$ cat config.mk
export PLATFORM = sky130hd
export DESIGN_NAME = voice_allocator
export DESIGN_NICKNAME = d
export VERILOG_FILES = /design/src/rtl/piano_pkg.sv /design/src/rtl/voice_pick.sv /design/src/rtl/voice_allocator.sv
export SDC_FILE = /design/constraint.sdc
export NUM_CORES = 1
export LEC_CHECK = 0
export CAP_MARGIN = 5
export CORE_ASPECT_RATIO = 2
export CORE_MARGIN = 1
export CORE_UTILIZATION = 45
export DETAILED_ROUTE_END_ITERATION = 8
export GPL_TIMING_DRIVEN = 0
export PLACE_DENSITY = 0.73
export SLEW_MARGIN = 20
export SYNTH_ARGS = -nofsm -noshare
export SYNTH_HDL_FRONTEND = slang
export SYNTH_SLANG_ARGS = --single-unit
$ cat constraint.sdc
create_clock -name CLOCK_50 -period 3.9 [get_ports CLOCK_50]
set_input_delay 0.39 -clock CLOCK_50 [delete_from_list [all_inputs] [get_ports CLOCK_50]]
set_output_delay 0.39 -clock CLOCK_50 [all_outputs]
set_load 0.01 [all_outputs]
$ cat src/rtl/piano_pkg.sv
// Shared constants for the piano voice path.
//   NUM_KEYS   : number of piano keys (C4..E5)
//   DELAY_W    : width of a tone half-period compare value
//   key_idx_t  : 4-bit key index
//   note_delay : half-period minus 1 at 50 MHz for each key
package piano_pkg;
  localparam int NUM_KEYS = 10;
  localparam int DELAY_W  = 19;

  typedef logic [3:0] key_idx_t;

  function automatic logic [DELAY_W-1:0] note_delay(input key_idx_t k);
    case (k)
      4'd0:    note_delay = 19'd95554;  // C4
      4'd1:    note_delay = 19'd85131;  // D4
      4'd2:    note_delay = 19'd75841;  // E4
      4'd3:    note_delay = 19'd71585;  // F4
      4'd4:    note_delay = 19'd63774;  // G4
      4'd5:    note_delay = 19'd56817;  // A4
      4'd6:    note_delay = 19'd50618;  // B4
      4'd7:    note_delay = 19'd47777;  // C5
      4'd8:    note_delay = 19'd42564;  // D5
      4'd9:    note_delay = 19'd37921;  // E5
      default: note_delay = '0;         // no such key
    endcase
  endfunction
endpackage

$ cat src/rtl/voice_pick.sv
// Combinational slot selection for one request key.
//   en_i   : per-slot sounding flags
//   vkey_i : per-slot owning key index
//   age_i  : per-slot age counters
//   req_i  : requested key index
//   hit_o/hit_vld_o   : lowest slot already sounding req_i
//   free_o/free_vld_o : lowest slot not sounding
//   old_o/old_vld_o   : enabled slot with the largest age, ties to lowest index
module voice_pick #(
  parameter int NUM_VOICES = 4,
  parameter int AGE_W      = 4,
  localparam int VW        = (NUM_VOICES > 1) ? $clog2(NUM_VOICES) : 1
) (
  input  logic [NUM_VOICES-1:0]            en_i,
  input  logic [NUM_VOICES-1:0][3:0]       vkey_i,
  input  logic [NUM_VOICES-1:0][AGE_W-1:0] age_i,
  input  logic [3:0]                       req_i,
  output logic [VW-1:0]                    hit_o,
  output logic                             hit_vld_o,
  output logic [VW-1:0]                    free_o,
  output logic                             free_vld_o,
  output logic [VW-1:0]                    old_o,
  output logic                             old_vld_o
);
  import piano_pkg::*;

  logic [AGE_W-1:0] best;

  always_comb begin
    hit_o      = '0;
    hit_vld_o  = 1'b0;
    free_o     = '0;
    free_vld_o = 1'b0;
    old_o      = '0;
    old_vld_o  = 1'b0;
    best       = '0;
    for (int v = 0; v < NUM_VOICES; v++) begin
      if (en_i[v] && vkey_i[v] == req_i && !hit_vld_o) begin
        hit_vld_o = 1'b1;
        hit_o     = VW'(v);
      end
      if (!en_i[v] && !free_vld_o) begin
        free_vld_o = 1'b1;
        free_o     = VW'(v);
      end
      // strict '>' keeps the lowest index on ties
      if (en_i[v] && (!old_vld_o || age_i[v] > best)) begin
        old_vld_o = 1'b1;
        old_o     = VW'(v);
        best      = age_i[v];
      end
    end
  end
endmodule

$ cat src/rtl/voice_allocator.sv
// Polyphonic note scheduler: turns key levels into press/release events and
// assigns presses to tone-generator slots, one event per cycle.
//   CLOCK_50    : system clock
//   resetn      : async active-low reset
//   key_in      : synchronised key levels, bit k = key k held
//   voice_en    : slot v sounding
//   voice_delay : slot v half-period compare, bits [v*DELAY_W +: DELAY_W]
//   voice_key   : slot v owning key, 4 bits per slot
//   busy        : events still pending
// Build option: VOICE_STEAL_EN -- when defined, a press with no free slot
// steals the oldest slot; otherwise the press is dropped.
module voice_allocator #(
  parameter int NUM_KEYS   = piano_pkg::NUM_KEYS,
  parameter int NUM_VOICES = 4,
  parameter int DELAY_W    = piano_pkg::DELAY_W,
  parameter int AGE_W      = 4
) (
  input  logic                          CLOCK_50,
  input  logic                          resetn,
  input  logic [NUM_KEYS-1:0]           key_in,
  output logic [NUM_VOICES-1:0]         voice_en,
  output logic [NUM_VOICES*DELAY_W-1:0] voice_delay,
  output logic [NUM_VOICES*4-1:0]       voice_key,
  output logic                          busy
);
  import piano_pkg::*;

  localparam int VW = (NUM_VOICES > 1) ? $clog2(NUM_VOICES) : 1;
`ifdef VOICE_STEAL_EN
  localparam bit STEAL_EN = 1'b1;
`else
  localparam bit STEAL_EN = 1'b0;
`endif

  logic [NUM_KEYS-1:0] key_prev_q, pend_press_q, pend_rel_q;
  logic [NUM_KEYS-1:0] pend_press_d, pend_rel_d;
  logic [NUM_KEYS-1:0] rise, fall, sel;
  logic [NUM_VOICES-1:0] en_q, en_d;
  logic [NUM_VOICES-1:0][3:0] key_q, key_d;
  logic [NUM_VOICES-1:0][DELAY_W-1:0] delay_q, delay_d;
  logic [NUM_VOICES-1:0][AGE_W-1:0] age_q, age_d;

  logic     svc_rel, svc_prs, take;
  key_idx_t svc_key;
  logic [VW-1:0] slot, hit_s, free_s, old_s;
  logic          hit_v, free_v, old_v;

  assign rise = key_in & ~key_prev_q;
  assign fall = ~key_in & key_prev_q;

  // Pick one event from registered pending bits; a press whose key falls
  // this cycle is already cancelled and must not be serviced.
  always_comb begin
    svc_rel = 1'b0;
    svc_prs = 1'b0;
    svc_key = '0;
    sel     = '0;
    for (int k = 0; k < NUM_KEYS; k++) begin
      if (!svc_rel && pend_rel_q[k]) begin
        svc_rel = 1'b1;
        svc_key = 4'(k);
        sel[k]  = 1'b1;
      end
    end
    if (!svc_rel) begin
      for (int k = 0; k < NUM_KEYS; k++) begin
        if (!svc_prs && pend_press_q[k] && !fall[k]) begin
          svc_prs = 1'b1;
          svc_key = 4'(k);
          sel[k]  = 1'b1;
        end
      end
    end
  end

  voice_pick #(.NUM_VOICES(NUM_VOICES), .AGE_W(AGE_W)) u_pick (
    .en_i      (en_q),
    .vkey_i    (key_q),
    .age_i     (age_q),
    .req_i     (svc_key),
    .hit_o     (hit_s),
    .hit_vld_o (hit_v),
    .free_o    (free_s),
    .free_vld_o(free_v),
    .old_o     (old_s),
    .old_vld_o (old_v)
  );

  always_comb begin
    en_d         = en_q;
    key_d        = key_q;
    delay_d      = delay_q;
    age_d        = age_q;
    take         = 1'b0;
    slot         = '0;
    pend_rel_d   = (pend_rel_q | fall) & ~(svc_rel ? sel : '0);
    pend_press_d = (pend_press_q | rise) & ~fall & ~(svc_prs ? sel : '0);

    if (svc_rel) begin
      for (int v = 0; v < NUM_VOICES; v++) begin
        if (en_q[v] && key_q[v] == svc_key) begin
          en_d[v]  = 1'b0;
          age_d[v] = '0;
        end
      end
    end else if (svc_prs) begin
      if (hit_v) begin
        take = 1'b1;
        slot = hit_s;
      end else if (free_v) begin
        take = 1'b1;
        slot = free_s;
      end else if (STEAL_EN && old_v) begin
        take = 1'b1;
        slot = old_s;
      end
      if (take) begin
        for (int v = 0; v < NUM_VOICES; v++) begin
          if (VW'(v) == slot) begin
            en_d[v]    = 1'b1;
            key_d[v]   = svc_key;
            delay_d[v] = DELAY_W'(note_delay(svc_key));
            age_d[v]   = '0;
          end else if (en_q[v] && age_q[v] != {AGE_W{1'b1}}) begin
            age_d[v] = age_q[v] + 1'b1;
          end
        end
      end
    end
  end

  always_ff @(posedge CLOCK_50 or negedge resetn) begin
    if (!resetn) begin
      key_prev_q   <= '0;
      pend_press_q <= '0;
      pend_rel_q   <= '0;
      en_q         <= '0;
      key_q        <= '0;
      delay_q      <= '0;
      age_q        <= '0;
    end else begin
      key_prev_q   <= key_in;
      pend_press_q <= pend_press_d;
      pend_rel_q   <= pend_rel_d;
      en_q         <= en_d;
      key_q        <= key_d;
      delay_q      <= delay_d;
      age_q        <= age_d;
    end
  end

  assign voice_en    = en_q;
  assign voice_key   = key_q;
  assign voice_delay = delay_q;
  assign busy        = |pend_press_q | |pend_rel_q;
endmodule

==> results_dict.tcl, run 1 <==
set metrics [dict create \
    cp_slowest_stage_delay_ps 540 \
    timing.slew.headroom 0.527 \
    hold_path_class "in -> async" \
    worstPathMaxFanout 5 \
    grt_setup_unrepaired "true" \
    die_area_sq_um 13500 \
    max_clock_freq_ghz 0.241 \
    period_needed_ps 4150 \
    rows 58 \
    gp_congestion 0.920 \
    drt_wl_total_mm 19.7 \
    syn_inst 493 \
    crit_path_top_delay_cell "sky130_fd_sc_hd__or4_4" \
    htree_levels 4 \
    start_kind "flop" \
    fin_nets 713 \
    vias_in_the_first_global_route 5340 \
    seq_area_sq_um 2960 \
    drt_pre_antenna_iters 5 \
    post-route-drc-count 0 \
    critPathRequiredTime_ps 4200 \
    wire_length_of_the_first_global_routing_pass_mm 28.6 \
    layout-drive-gt1-share 0.347 \
    status "finished, violations left" \
    power-per-cell-area_nw_per_um2 419 \
    grt_use_total 0.293 \
    number_of_antenna_violations_at_the_first_check_in_global_routing 0 \
    wl_met2_mm 10.7 \
    irDropWorstVdd_uv 401 \
    critical_path.most_common_cell "sky130_fd_sc_hd__buf_6" \
    netlist.top_cell.by_area "sky130_fd_sc_hd__dfrtp_1" \
    chipWidth_microns 82.7 \
    synth.yosys.seq_area_share 0.504 \
    routed_length_on_met3_mm 1.06 \
    ant_nets 0 \
    crit_arrival_ps 4450 \
    preCtsSetupSlack_ps -1330 \
    initial_utilization 0.464 \
    clk-insertion-delay-late_ps 420 \
    n_antenna_cell 0 \
    cts_buffers 17 \
    portBuffers 100 \
    core_util_final 0.692 \
    hold_violations 0 \
    die_h_microns 163 \
    synth_flop_type "sky130_fd_sc_hd__dfrtp_1" \
    place.detailed.instances 751 \
    endpoint_kind_of_the_worst_setup_timing_path "flop" \
    clk_transition_reported_paths_ps 60 \
    tcrit_tclk_final 1.06 \
    worstSetupPathType "reg -> reg" \
    area_delta_synth_final_pct 49.1 \
    cellLeakagePower_nw 4.01 \
    skew_ps 13.7 \
    synth_async_sr_flop_share 1.00 \
    synth-warning-count 0 \
    m1WireLength_mm 6.51 \
    routed_vias_inst 6.01 \
    clock_sink_count 118 \
    multi_input_area_sq_um 2980 \
    clk_path_buf_depth 2 \
    cpLargestDelayFamily "simple AND/OR/NAND/NOR gates" \
    synth.top_cell.area_share 0.504 \
    yosysUniqueCellTypes 68 \
    timing_worst_slew_pin_value_ps 702 \
    num_vias 5161 \
    core_ar_sq_um 12600 \
    tns_ps -15770 \
    max-cap-violations 0 \
    clock-root-buffer "sky130_fd_sc_hd__clkbuf_16" \
    cts_tree "built" \
    post-synth-top-count-cell "sky130_fd_sc_hd__dfrtp_1" \
    post_layout_nonfiller_instances 859 \
    setup_ws_final_ps -253 \
    pin_count_of_the_biggest_net_entering_global_routing 73 \
    detailedRoute.firstIterationViolations 433 \
    critical_path_buf_inv_count 6 \
    grt-ovfl-total 0 \
    avgSynthCellArea_sq_um 11.9 \
    finalMaxSlewViolations 0 \
    io_pins 109 \
    final.fill_count 856 \
    failing_checks "negative setup slack" \
    critical_path.cell_chain "buf_6 > or4_4 > nor3_4 > and3_4 > a32o_2 > buf_4 > xor2_2 > nor4_2 > buf_4 > a221oi_2 > and3_1 > a311o_2 > buf_6 > nor3_4 > buf_6 > buf_8 > mux2_2" \
    yosys_register_bits 118 \
    report.final.setup_viol 84 \
    post_synth_instance_area_sq_um 5860 \
    wl_per_cell_microns 22.9 \
    totalPowerFinal_mw 3.67 \
    synth_commonest_cells "118 x sky130_fd_sc_hd__dfrtp_1, 39 x sky130_fd_sc_hd__mux2_2, 31 x sky130_fd_sc_hd__nor2_1, 30 x sky130_fd_sc_hd__nand2_1" \
    top_layer_used "met4" \
    synth_enable_flop_cells 0 \
    synth_area_leaders "sky130_fd_sc_hd__dfrtp_1 50%, sky130_fd_sc_hd__mux2_2 7.5%, sky130_fd_sc_hd__mux2_4 4.6%" \
    hpwlAfterDp_mm 11.7 \
]
path summary, 6_finish.rpt:
check / cells after the start / end / slack, ps / start
hold / removal: 2 / voice_delay[34]$_DFFE_PN0P_ / 470 / resetn
hold reg to reg: 1 / voice_delay[43]$_DFFE_PN0P_ / 490 / voice_delay[43]$_DFFE_PN0P_
setup / recovery: 17 / voice_delay[30]$_DFFE_PN0P_ / -250 / pend_rel_q[0]$_DFF_PN0_
min in group CLOCK_50: 1 / key_prev_q[7]$_DFF_PN0_ / 470 / key_in[7]
max in group asynchronous: 3 / voice_delay[61]$_DFFE_PN0P_ / 2710 / resetn
setup reg to reg: 17 / voice_delay[30]$_DFFE_PN0P_ / -250 / pend_rel_q[0]$_DFF_PN0_
through the flow:
| stage | instance area (sq um) | hold slack, ps |
|---|---|---|
| after floorplan | 5930 | 94.4 |
| after global placement | 7120 | 470 |
| after detailed placement | 7150 | 352 |
| after CTS | 8490 | 452 |
| after global routing | 8740 | 459 |
| final | 8740 | 466 |
area by class of cell:
| class | count | share of cell area |
|---|---|---|
| Sequential cell | 118 | 0.338 |
| Timing Repair Buffer | 182 | 0.203 |
| Tap cell | 150 | 0.0215 |
| Clock buffer | 18 | 0.0491 |
| Inverter | 12 | 0.00515 |
| Multi-Input combinational cell | 342 | 0.340 |
| Clock inverter | 14 | 0.0156 |
| Buffer | 23 | 0.0272 |
sequential cells by signal (all words and copies together), names as in the netlist:
signal	flops
key_prev_q	10
pend_press_q	10
pend_rel_q	10
voice_delay	68
voice_en	4
voice_key	16
metal layers:
layer  up-vias  GRT usage
li1       2170          -
met1      2577      0.298
met2       293      0.509
met3       121     0.0637
met4         0      0.202
met5         -          0
repair_timing:
item                                   4_1_cts  5_1_grt
setup buffers                               57       20
cloned                                       6        0
setup endpoints to repair                   88       88
pin swaps                                   25       26
gates resized for setup                     58       40
hold buffers                                 1        0
endpoints found under the hold margin       46        0
where the power goes:
group	total [mW]	internal, mW	leakage, nW	switching (mW)
combinational	0.803	0.318	2.20	0.485
clock	1.52	0.892	0.275	0.629
sequential	1.34	1.27	1.54	0.0743
kinds of logic (layout without fill, tap and decap cells):
family,after synthesis,after routing,share of synthesized area
buf+inv,40,249,0.0444
xor+xnor,11,11,0.0164
flops,118,118,0.504
mux,90,90,0.182
fa+ha+maj,5,5,0.0107
compound gates,94,94,0.113
simple gates,134,134,0.129
other cells,1,8,0.000640
cell usage in the layout, fill, tap and decap left out, types with 3 or more instances in the layout:
master / n
sky130_fd_sc_hd__clkbuf_16: 17
sky130_fd_sc_hd__nand2b_4: 4
sky130_fd_sc_hd__nor2_1: 31
sky130_fd_sc_hd__nor4_1: 3
sky130_fd_sc_hd__o21ai_0: 21
sky130_fd_sc_hd__ha_1: 5
sky130_fd_sc_hd__nor2b_1: 4
sky130_fd_sc_hd__buf_8: 3
sky130_fd_sc_hd__xnor2_1: 4
sky130_fd_sc_hd__a22oi_1: 5
sky130_fd_sc_hd__a21oi_1: 16
sky130_fd_sc_hd__nand2b_1: 12
sky130_fd_sc_hd__inv_1: 11
sky130_fd_sc_hd__a32oi_1: 3
sky130_fd_sc_hd__nand4_1: 6
sky130_fd_sc_hd__nand2_1: 28
sky130_fd_sc_hd__dfrtp_1: 116
sky130_fd_sc_hd__conb_1: 8
sky130_fd_sc_hd__mux2_2: 37
sky130_fd_sc_hd__clkdlybuf4s50_1: 99
sky130_fd_sc_hd__mux2_4: 26
sky130_fd_sc_hd__inv_6: 7
sky130_fd_sc_hd__buf_6: 20
sky130_fd_sc_hd__mux2_1: 16
sky130_fd_sc_hd__mux2i_1: 10
sky130_fd_sc_hd__o211ai_1: 4
sky130_fd_sc_hd__a22oi_2: 7
sky130_fd_sc_hd__and2_1: 3
sky130_fd_sc_hd__nor4_4: 4
sky130_fd_sc_hd__nand3_1: 10
sky130_fd_sc_hd__buf_4: 68
sky130_fd_sc_hd__xor2_2: 4
sky130_fd_sc_hd__buf_12: 8
sky130_fd_sc_hd__clkbuf_1: 4
sky130_fd_sc_hd__nor3_1: 5
sky130_fd_sc_hd__a21o_1: 7
(Power assumes the default switching activity.)
==> inputs of run 2 (changes only) <==
--- a/config.mk
+++ b/config.mk
@@ -12,6 +12,7 @@
 export DETAILED_ROUTE_END_ITERATION = 8
 export GPL_TIMING_DRIVEN = 0
 export PLACE_DENSITY = 0.73
+export SKIP_CTS_REPAIR_TIMING = 1
 export SLEW_MARGIN = 20
 export SYNTH_ARGS = -nofsm -noshare
 export SYNTH_HDL_FRONTEND = slang
==> run 2 against run 1 <==
  * The flow still finishes with violations (negative setup slack)
  * Routed wire length down 1.3%
  * Die area unchanged
  * Power down 0.33%
  * Flip-flop and latch count unchanged
==> results_dict.tcl, run 2 (same netlist as run 1, synthesis figures left out) <==
set metrics [dict create \
    status "finished, violations left" \
    failing_checks "negative setup slack" \
    drt_wl_total_mm 19.4 \
    period_needed_ps 4360 \
    pin_count_of_the_biggest_net_entering_global_routing 73 \
    crit_path_top_delay_cell "sky130_fd_sc_hd__or4_4" \
    critPathRequiredTime_ps 4210 \
    timing.slew.headroom 0.465 \
    crit_arrival_ps 4670 \
    final_cell_area_sq_um 8690 \
    drt_pre_antenna_iters 5 \
    critical_path.most_common_cell "sky130_fd_sc_hd__nor4b_4" \
    rows 58 \
    hold_depth 1 \
    endpoint_kind_of_the_worst_setup_timing_path "flop" \
    initial_utilization 0.464 \
    start_kind "flop" \
    clk_transition_reported_paths_ps 60 \
    fin_nets 690 \
    routed_vias_inst 5.98 \
    n_antenna_cell 0 \
    critical_path_buf_inv_count 4 \
    multi_input_area_sq_um 3070 \
    clk_path_buf_depth 2 \
    num_vias 5000 \
    setup_ws_final_ps -458 \
    grt-ovfl-total 0 \
    min-delay-start "key_in[7]" \
    gp_congestion 0.920 \
    wl_per_cell_microns 23.2 \
    irDropWorstVdd_uv 327 \
    r2r.worst_path.cells 15 \
    hpwlAfterDp_mm 11.7 \
    hold_path_class "in -> reg" \
    worstSetupPathType "reg -> reg" \
    portBuffers 100 \
    max_clock_freq_ghz 0.229 \
    max-cap-violations 0 \
    preCtsSetupSlack_ps -1330 \
    number_of_antenna_violations_at_the_first_check_in_global_routing 0 \
    timing.rr.end "voice_delay[65]$_DFFE_PN0P_" \
    grt_use_total 0.251 \
    cpLargestDelayFamily "simple AND/OR/NAND/NOR gates" \
    cts_tree "built" \
    layout_common_cells "116 x sky130_fd_sc_hd__dfrtp_1, 99 x sky130_fd_sc_hd__clkdlybuf4s50_1, 76 x sky130_fd_sc_hd__mux2_4" \
    wire_length_of_the_first_global_routing_pass_mm 24.5 \
    hold-path-endpoint "key_prev_q[7]$_DFF_PN0_" \
    clock-root-buffer "sky130_fd_sc_hd__clkbuf_16" \
    clock_sink_count 118 \
    hold_violations 0 \
    critical_path.cell_chain "or4_4 > nor3_4 > and3_4 > a32o_2 > buf_12 > xor2_4 > nor4b_4 > buf_4 > nand2_2 > a221o_1 > a21o_4 > nor4b_4 > buf_6 > clkbuf_16 > mux2_4" \
    core_ar_sq_um 12600 \
    place_area_sq_um 7150 \
    tns_ps -29140 \
    cp_slowest_stage_delay_ps 620 \
    area_delta_synth_final_pct 48.1 \
    chipWidth_microns 82.7 \
    report.final.setup_viol 88 \
    die_h_microns 163 \
    cellLeakagePower_nw 3.88 \
    tcrit_tclk_final 1.12 \
    ant_nets 0 \
    seq_area_sq_um 2960 \
    power-per-cell-area_nw_per_um2 421 \
    layout.cells.most_common "sky130_fd_sc_hd__dfrtp_1" \
    final.fill_count 876 \
    place.detailed.instances 751 \
    smallest_hold_slack_ps 449 \
    htree_levels 4 \
    grt_setup_unrepaired "true" \
    crit-reg2reg-launch "pend_rel_q[1]$_DFF_PN0_" \
    rrSetupSlack_ps -460 \
    clk-insertion-delay-late_ps 430 \
    layout-drive-gt1-share 0.322 \
    vias_in_the_first_global_route 4715 \
    finalMaxSlewViolations 0 \
    post_layout_nonfiller_instances 836 \
    io_pins 109 \
    cts_buffers 17 \
    largest_register_ffs 68 \
    skew_ps 17.8 \
    detailedRoute.firstIterationViolations 496 \
    timing_worst_slew_pin_value_ps 794 \
    die_area_sq_um 13500 \
    post-route-drc-count 0 \
    worstPathMaxFanout 8 \
]
==> run 2: cell count changes in the layout (fill, tap and decap cells not counted), sizes merged <==
cell	previous run	this run
clkbuf	22	26
buf	101	74
==> run 2: per-stage QoR <==
stage	power, mW	util
2_1_floorplan	1.75	-
3_3_place_gp	1.94	0.564
3_5_place_dp	1.96	0.566
4_1_cts	3.46	0.611
5_1_grt	3.76	0.688
6_report	3.65	0.688
==> run 2: report_power, final <==
part / internal (mW) / switching, mW
Clock: 0.892 / 0.639
Combinational: 0.304 / 0.476
Sequential: 1.27 / 0.0752
==> run 2: per-layer routing <==
| metal | share of wire | global-route usage | up-vias |
|---|---|---|---|
| met5 | 0 | 0 | - |
| li1 | - | - | 2122 |
| met3 | 0.049 | 0.0553 | 99 |
| met4 | 0.059 | 0.140 | 0 |
| met2 | 0.55 | 0.449 | 257 |
| met1 | 0.34 | 0.258 | 2522 |
==> run 2: worst max-delay path by stage <==
stage,start,endpoint,slack [ps],cells after the start
after detailed placement,key_in[3],voice_delay[60]$_DFFE_PN0P_,-1330,13
after global routing,pend_rel_q[1]$_DFF_PN0_,voice_delay[65]$_DFFE_PN0P_,-500,15
after floorplan,pend_rel_q[2]$_DFF_PN0_,voice_delay[59]$_DFFE_PN0P_,5,15
after CTS,key_in[3],voice_delay[64]$_DFFE_PN0P_,-940,13
after global placement,resetn,key_prev_q[7]$_DFF_PN0_,-1940,1
final,pend_rel_q[1]$_DFF_PN0_,voice_delay[65]$_DFFE_PN0P_,-460,15
==> run 2: layout make-up <==
class	instances	share of cell area
Timing Repair Buffer	156	0.181
Sequential cell	118	0.340
Multi-Input combinational cell	342	0.353
Clock buffer	18	0.0494
Clock inverter	14	0.0157
Tap cell	150	0.0216
Buffer	26	0.0334
Inverter	12	0.00519
